<file path="src/rtl/alu_req_ctrl.sv">
// alu_req_ctrl: sequencing front-end for an external combinational 32-bit ALU.
// Registers each accepted request onto the ALU inputs, holds them for
// SETTLE_CYCLES, then captures {alu_out, op, tag} into a show-ahead response FIFO.
module alu_req_ctrl #(
  parameter int unsigned SETTLE_CYCLES = 1,  // 1..15
  parameter int unsigned FIFO_DEPTH    = 4,  // power of two, 2..16
  parameter int unsigned TAG_W         = 4
) (
  input  logic                          clk,
  input  logic                          rst_n,
  input  logic                          req_valid,
  output logic                          req_ready,
  input  logic [31:0]                   req_in1,
  input  logic [31:0]                   req_in2,
  input  logic [2:0]                    req_op,
  input  logic [TAG_W-1:0]              req_tag,
  output logic [31:0]                   alu_in1,
  output logic [31:0]                   alu_in2,
  output logic [2:0]                    alu_op,
  input  logic [31:0]                   alu_out,
  output logic                          resp_valid,
  input  logic                          resp_ready,
  output logic [31:0]                   resp_data,
  output logic [2:0]                    resp_op,
  output logic [TAG_W-1:0]              resp_tag,
  output logic                          busy,
  output logic [$clog2(FIFO_DEPTH):0]   fifo_count
);

  localparam int unsigned PTR_W = $clog2(FIFO_DEPTH);
  localparam int unsigned CNT_W = PTR_W + 1;

  typedef enum logic [1:0] {
    IDLE  = 2'd0,
    DRIVE = 2'd1,
    WRITE = 2'd2
  } state_e;

  state_e             state_q, state_d;
  logic [3:0]         settle_q, settle_d;
  logic [31:0]        alu_in1_q, alu_in1_d;
  logic [31:0]        alu_in2_q, alu_in2_d;
  logic [2:0]         alu_op_q, alu_op_d;
  logic [TAG_W-1:0]   tag_q, tag_d;
  logic [PTR_W-1:0]   wr_ptr_q, wr_ptr_d;
  logic [PTR_W-1:0]   rd_ptr_q, rd_ptr_d;
  logic [CNT_W-1:0]   count_q, count_d;

  logic [31:0]        mem_data [FIFO_DEPTH];
  logic [2:0]         mem_op   [FIFO_DEPTH];
  logic [TAG_W-1:0]   mem_tag  [FIFO_DEPTH];

  logic accept;
  logic push;
  logic pop;
  logic fifo_full;
  logic fifo_nempty;

  // Full is derived from the registered count, so a same-cycle pop never frees
  // a slot for this cycle's push.
  assign fifo_full   = (count_q == CNT_W'(FIFO_DEPTH));
  assign fifo_nempty = (count_q != '0);

  // Ready only in IDLE and forced low while reset is held.
  assign req_ready = rst_n && (state_q == IDLE);
  assign accept    = req_valid && req_ready;
  assign pop       = fifo_nempty && resp_ready;

  // Next-state and datapath-load logic for the request sequencer.
  always_comb begin
    // NOTE: every signal gets a default first so no path leaves it unassigned,
    // which would otherwise infer a latch.
    state_d   = state_q;
    settle_d  = settle_q;
    alu_in1_d = alu_in1_q;
    alu_in2_d = alu_in2_q;
    alu_op_d  = alu_op_q;
    tag_d     = tag_q;
    push      = 1'b0;
    unique case (state_q)
      IDLE: begin
        if (accept) begin
          alu_in1_d = req_in1;
          alu_in2_d = req_in2;
          alu_op_d  = req_op;
          tag_d     = req_tag;
          settle_d  = 4'(SETTLE_CYCLES);
          state_d   = DRIVE;
        end
      end
      DRIVE: begin
        settle_d = settle_q - 4'd1;
        if (settle_q == 4'd1) state_d = WRITE;
      end
      WRITE: begin
        if (!fifo_full) begin
          push    = 1'b1;
          state_d = IDLE;
        end
      end
      default: state_d = IDLE;
    endcase
  end

  // FIFO pointer and occupancy update; pointers wrap naturally at power-of-two depth.
  always_comb begin
    wr_ptr_d = push ? wr_ptr_q + PTR_W'(1) : wr_ptr_q;
    rd_ptr_d = pop  ? rd_ptr_q + PTR_W'(1) : rd_ptr_q;
    count_d  = count_q + CNT_W'(push) - CNT_W'(pop);
  end

  // Control and operand registers with asynchronous reset.
  always_ff @(posedge clk or negedge rst_n) begin
    if (!rst_n) begin
      // NOTE: state elements use non-blocking assignments so every flop samples
      // the pre-edge values regardless of statement order.
      state_q   <= IDLE;
      settle_q  <= '0;
      alu_in1_q <= '0;
      alu_in2_q <= '0;
      alu_op_q  <= '0;
      tag_q     <= '0;
      wr_ptr_q  <= '0;
      rd_ptr_q  <= '0;
      count_q   <= '0;
    end else begin
      state_q   <= state_d;
      settle_q  <= settle_d;
      alu_in1_q <= alu_in1_d;
      alu_in2_q <= alu_in2_d;
      alu_op_q  <= alu_op_d;
      tag_q     <= tag_d;
      wr_ptr_q  <= wr_ptr_d;
      rd_ptr_q  <= rd_ptr_d;
      count_q   <= count_d;
    end
  end

  // Response storage write port.
  // NOTE: the storage array has no reset; entries are only visible through the
  // count-gated outputs, so stale contents after reset are never observed.
  always_ff @(posedge clk) begin
    if (push) begin
      mem_data[wr_ptr_q] <= alu_out;
      mem_op[wr_ptr_q]   <= alu_op_q;
      mem_tag[wr_ptr_q]  <= tag_q;
    end
  end

  assign alu_in1    = alu_in1_q;
  assign alu_in2    = alu_in2_q;
  assign alu_op     = alu_op_q;
  assign busy       = (state_q != IDLE);
  assign fifo_count = count_q;
  assign resp_valid = fifo_nempty;
  assign resp_data  = fifo_nempty ? mem_data[rd_ptr_q] : '0;
  assign resp_op    = fifo_nempty ? mem_op[rd_ptr_q]   : '0;
  assign resp_tag   = fifo_nempty ? mem_tag[rd_ptr_q]  : '0;

endmodule

</file>
<file path="config.mk">
export PLATFORM = sky130hd
export DESIGN_NAME = alu_req_ctrl
export DESIGN_NICKNAME = d
export VERILOG_FILES = /design/src/rtl/alu_req_ctrl.sv
export SDC_FILE = /design/constraint.sdc
export NUM_CORES = 1
export LEC_CHECK = 0
export ABC_AREA = 1
export CAP_MARGIN = 40
export CORE_ASPECT_RATIO = 1.4
export CORE_MARGIN = 2
export CORE_UTILIZATION = 38
export CTS_BUF_LIST = sky130_fd_sc_hd__clkbuf_16
export DETAILED_ROUTE_END_ITERATION = 8
export GPL_ROUTABILITY_DRIVEN = 1
export PLACE_DENSITY = 0.67
export SLEW_MARGIN = 20
export SYNTH_ARGS = -nofsm -noshare
export SYNTH_HDL_FRONTEND = slang
export SYNTH_SLANG_ARGS = --single-unit
</file>
<file path="constraint.sdc">
create_clock -name clk -period 3.1 [get_ports clk]
set_clock_uncertainty 0.1 [all_clocks]
set_input_delay 0.62 -clock clk [delete_from_list [all_inputs] [get_ports clk]]
set_output_delay 0.62 -clock clk [all_outputs]
set_load 0.05 [all_outputs]
</file>
Word level (Yosys, flattened, before mapping)
Memory sizes are Yosys's and may differ from the RTL's.
Index checks and enable logic that the tools add are counted.
{"block": "totals", "regBits": 84, "memories": 3, "elab_cells": 47, "in_bits": 107, "ram_bits": 156, "output_inout_bits": 112}
{"block": "op_classes", "n_mux": 13, "reduce_logical": 10, "n_eq_ne": 7, "addsub": 5}
{"memory": "mem_data", "depth": 4, "width": 32, "read_ports": 1, "rd_clocked_by_memory_dff": 0, "wr": 1, "line": "49", "rtl": "logic [31:0] mem_data [FIFO_DEPTH];"}
{"memory": "mem_tag", "depth": 4, "width": 4, "read_ports": 1, "rd_clocked_by_memory_dff": 0, "wr": 1, "line": "51", "rtl": "logic [TAG_W-1:0] mem_tag [FIFO_DEPTH];"}
{"memory": "mem_op", "depth": 4, "width": 3, "read_ports": 1, "rd_clocked_by_memory_dff": 0, "wr": 1, "line": "50", "rtl": "logic [2:0] mem_op [FIFO_DEPTH];"}
{"op": "32-bit 2-to-1 mux", "n": 1}
{"op": "4-bit 2-to-1 mux", "n": 2}
{"op": "4-bit case mux with 2 select lines", "n": 1}
{"op": "2-bit 2-to-1 mux", "n": 3}
{"op": "2-bit != test (second input constant)", "n": 3}
{"op": "2-bit case mux with 3 select lines", "n": 1}
{"op": "2-bit by 1-bit adder with 2-bit output (second input constant)", "n": 2}
{"op": "4-bit by 1-bit equality test with 1-bit output (second input constant)", "n": 1}
{"op": "1-bit 2-to-1 mux", "n": 4}
{"op": "2-bit AND reduction", "n": 2}
{"op": "2-bit nonzero test", "n": 2}
{"op": "4-bit by 1-bit subtractor with 4-bit output (second input constant)", "n": 1}
{"op": "3-bit by 1-bit adder with 3-bit output", "n": 1}
{"op": "3-bit equality test (second input constant)", "n": 1}
{"op": "1-bit logical AND", "n": 3}
{"op": "3-bit 2-to-1 mux", "n": 1}
{"op": "3-bit AND reduction", "n": 1}
{"op": "3-bit nonzero test", "n": 1}
{"op": "3-bit by 1-bit subtractor with 3-bit output", "n": 1}
{"op": "2-bit by 1-bit equality test with 1-bit output (second input constant)", "n": 1}
{"op": "2-bit equality test (second input constant)", "n": 1}
{"op": "2-bit logical NOT", "n": 1}

Longest topological paths before layout
{"block": "logic_depth", "word_depth": 5, "ltp_mapped": 9, "ltp_nobuf": 9}

Least setup slack after synthesis
No wires, ideal clock.
{"block": "synth_path", "path_kind": "register -> register", "from": "register count_q[1], in the netlist fifo_count[1]", "to": "memory mem_data[0][0], enable pin", "path_stages_with_launch": 5, "n_path_buf": 0, "period_less_slack_ps": 3236, "setup_ps": 435, "arrival_ps": 2701, "slack_ps": -136, "cell_sequence": "dfrtp_1 > nor2_1 > nand2_1 > nand2_1 > nor2_1"}
{"block": "synth_via", "elab_chain_len": 5}
{"item": "start, declared", "line": "47", "rtl": "logic [CNT_W-1:0] count_q, count_d;"}
{"item": "start signal, assigned", "line": "135", "rtl": "count_q <= count_d;"}
{"item": "3-bit equality test", "line": "61", "rtl": "assign fifo_full = (count_q == CNT_W'(FIFO_DEPTH));"}
{"item": "1-bit 2-to-1 mux", "line": "96", "rtl": "if (!fifo_full) begin"}
{"item": "1-bit 2-to-1 mux", "line": "80", "rtl": "unique case (state_q)"}
{"item": "1-bit 2-to-1 mux", "line": "143", "rtl": "if (push) begin"}
{"item": "1-bit 2-to-1 mux (implied by the code)", "line": "144", "rtl": "mem_data[wr_ptr_q] <= alu_out;"}
{"item": "end, declared", "line": "49"}
No other way between the ends.

Worst setup path in the final report
{"block": "layout_path", "from": "register rd_ptr_q[0]", "to": "output resp_data[3]"}
{"block": "layout_via", "elab_chain_len": 2}
{"item": "start, declared", "line": "46", "rtl": "logic [PTR_W-1:0] rd_ptr_q, rd_ptr_d;"}
{"item": "start signal, assigned", "line": "134", "rtl": "rd_ptr_q <= rd_ptr_d;"}
{"item": "memory read 4 x 32 bit"}
{"item": "32-bit 2-to-1 mux", "line": "156", "rtl": "assign resp_data = fifo_nempty ? mem_data[rd_ptr_q] : '0;"}
{"item": "end, declared", "line": "23", "rtl": "output logic [31:0] resp_data,"}
No other way between the ends.

==> impl_metrics.toml <==
[critical_path]
crit_chain = "buf_4, buf_16, nand2_1, nand3_1, a21oi_1, buf_12"
cp_num_buf_inv = 3
reg2reg_depth = 7
worstSetupEndpointType = "output pin"
crit_type = "flop to output pin"
r2r-start = "state_q[0]"
r2r_slack_ns = 0.80
cpPeakStageDelay_ns = 0.43
critPathSlowestCell = "dfrtp_2"
critPathArrivalTime_ns = 2.15
crit_required_ns = 2.38
cp_max_fo = 56
r2r_end = "fifo_count[2]"
start_kind = "flop"
crit_family = "buffers and inverters"

[placed_design]
dp_hpwl_um = 14310
place.gp.congestion = 0.7516
io_buffers = 218
dp_cells = 1524

[global_route]
grt_start_max_net_pins = 79
grt_util_all_layers = 0.1598
grt_pass1_vias = 7023
antenna_found_initial = 0
grt_overflow_total = 0
grt_pass1_wl_um = 35480

[cells_and_area]
layout_common_cells = "253 x inv_1, 250 x nand2_1, 177 x clkdlybuf4s50_1"
n_antenna_cell = 0
layout_commonest_cell = "inv_1"
postLayoutCoreUtil = 0.5118
drive_above_1_share = 0.08507
area_growth_pct = 32.30
nets = 1345
stdcell_count = 1570

[run_status]
status = "complete, no violations"

[run]
max_cap_viol_count = 0

[clock_tree]
ctsRootBufferMaster = "clkbuf_16"
cts_tree = "done"
clock_path_buffers = 3
clkSinkCount = 240
clkLatencyLatePin_ns = 0.51
h-tree-depth = 1
cts_buffers = 24
clkSlewWorstSetupHoldPaths_ns = 0.06

[die]
fp.dieH_um = 197.2
start_util = 0.3869
dieWidth_um = 142.0
fp.dieArea_um2 = 28000
rows = 70
core-area_um2 = 26190
io_pins = 219

[sta]
maxSlewViolCount = 0
hold_violations = 0
slew_headroom = 0.5560
min_period_over_period = 0.9272
rsz0062_at_grt = "false"
worstMarginPinSlew_ns = 0.6639
min_period_ns = 2.874
setup_tns_ns = 0
fmax_mhz = 347.9
finalSetupViolCount = 0

[logic_synthesis]
yosysSeqAreaShare = 0.6699
syn_inst = 1012
synthesis.area_um2 = 10130
ys.warnings.count = 0
synthDistinctLibCells = 22
synth_fp_nets = 1128
synth-seq-cells = 240
synth.avg_cell_area_um2 = 10.01

[routing]
finalWirelength_um = 21980
drtIter0Drc = 344
avgViaCountPerCell = 4.469
vias = 7016
first_pass_iters = 4
drcViolationCount = 0
antenna_left = 0
post_drt_wl_per_cell_um = 14.00

[pwr]
leakage_nw = 6.210
ir_worst_vdd_uv = 723.7
power.density_nw_per_um2 = 1121

[worst_hold_path]
min_path_cells = 2
min-delay-start = "alu_in2[2]"
hold_end = "alu_in2[2]"
hp-class = "flop to flop"
==> state kept, by name (all words and copies together), names as in the netlist, 3 cells and up <==
signal      count
alu_in1        32
alu_op          3
tag_q           4
settle_q        4
mem_op         12
fifo_count      3
mem_tag        16
alu_in2        32
mem_data      128
==> stage by stage <==
| stage | cell area [um^2] | total power [W] | worst slack (ns) | hold WS [ns] |
|---|---|---|---|---|
| 2_1_floorplan | 10130 | 0.009821 | -0.1365 | 0.2244 |
| 3_3_place_gp | 12600 | 0.01229 | 0.5852 | 0.3460 |
| 3_5_place_dp | 12600 | 0.01237 | 0.5825 | 0.3467 |
| 4_1_cts | 13350 | 0.01515 | 0.02321 | 0.3706 |
| 5_1_grt | 13400 | 0.01591 | 0.07277 | 0.3785 |
| 6_report | 13400 | 0.01503 | 0.2258 | 0.3828 |
==> cell type report <==
cell class                      count  area [um^2]
Tap cell                          324        405.4
Fill cell                        2319        12780
Clock inverter                     18        120.1
Clock buffer                       25        625.6
Multi-Input combinational cell    477         2195
Inverter                          249        935.9
Timing Repair Buffer              237         2332
Sequential cell                   240         6789
==> how the worst max path moves through the flow <==
stage             startpoint        endpoint  slack (ns)  cells past startpoint
3_5_place_dp   fifo_count[1]     resp_tag[2]        0.58                      5
6_report         rd_ptr_q[0]    resp_data[3]        0.23                      6
2_1_floorplan  fifo_count[1]  mem_data[0][0]       -0.14                      4
5_1_grt          rd_ptr_q[1]   resp_data[29]        0.07                      5
3_3_place_gp      resp_ready   fifo_count[2]        0.59                      8
4_1_cts        fifo_count[1]     resp_tag[2]        0.02                      5
==> worst reg2reg max path, cell delays in order (launching register included) <==
cell	delay, ns
dfrtp_1	0.40
nor2_1	0.22
nand2_1	0.33
ha_1	0.41
inv_1	0.04
ha_1	0.18
fa_1	0.37
xnor2_1	0.14
==> report_power, final <==
group          internal [W]  switching (W)  total (W)  leakage, nW
logic               0.00235        0.00534    0.00769         3.37
clock network       0.00155        0.00117    0.00272        0.393
registers           0.00423       0.000393    0.00462         2.45
total               0.00812        0.00691     0.0150         6.21
==> Yosys cell counts <==
| cell type | count | area share |
|---|---|---|
| inv_1 | 246 | 0.091 |
| nand2_1 | 250 | 0.093 |
| ha_1 | 8 | 0.0099 |
| fa_1 | 1 | 0.0020 |
| a21oi_1 | 41 | 0.020 |
| xor2_1 | 1 | 0.00086 |
| nor2_2 | 1 | 0.00062 |
| inv_2 | 3 | 0.0011 |
| buf_2 | 26 | 0.013 |
| nand3_1 | 87 | 0.043 |
| dfrtp_1 | 84 | 0.21 |
| buf_4 | 4 | 0.0030 |
| edfxtp_1 | 156 | 0.46 |
| nand2_2 | 1 | 0.00062 |
| o21ai_1 | 60 | 0.030 |
| or2_2 | 1 | 0.00062 |
| nor2_1 | 11 | 0.0041 |
| o21ai_0 | 12 | 0.0059 |
| buf_6 | 5 | 0.0056 |
| xnor2_1 | 2 | 0.0017 |
| nand2b_1 | 1 | 0.00062 |
| clkbuf_1 | 11 | 0.0041 |
==> layer usage <==
layer	global-route usage	share of wire	vias up
met5	0	0	-
met4	0.04667	0.023	0
met3	0.05891	0.11	33
met2	0.2788	0.48	245
met1	0.1830	0.38	3167
li1	-	-	3571
==> timing repair <==
item	CTS	global route
buffers inserted	0	0
hold buffers	1	0
resized for setup	0	1
hold endpoints to repair	4	0
endpoints found under the setup margin	0	1
==> logic make-up after synthesis <==
group	Yosys count	share of synthesized area
simple gates	352	0.1422
buf+inv	295	0.1177
flops	240	0.6699
compound gates	113	0.05582
fa+ha+maj	9	0.01186
xor+xnor	3	0.002594
(Power assumes the default switching activity.)
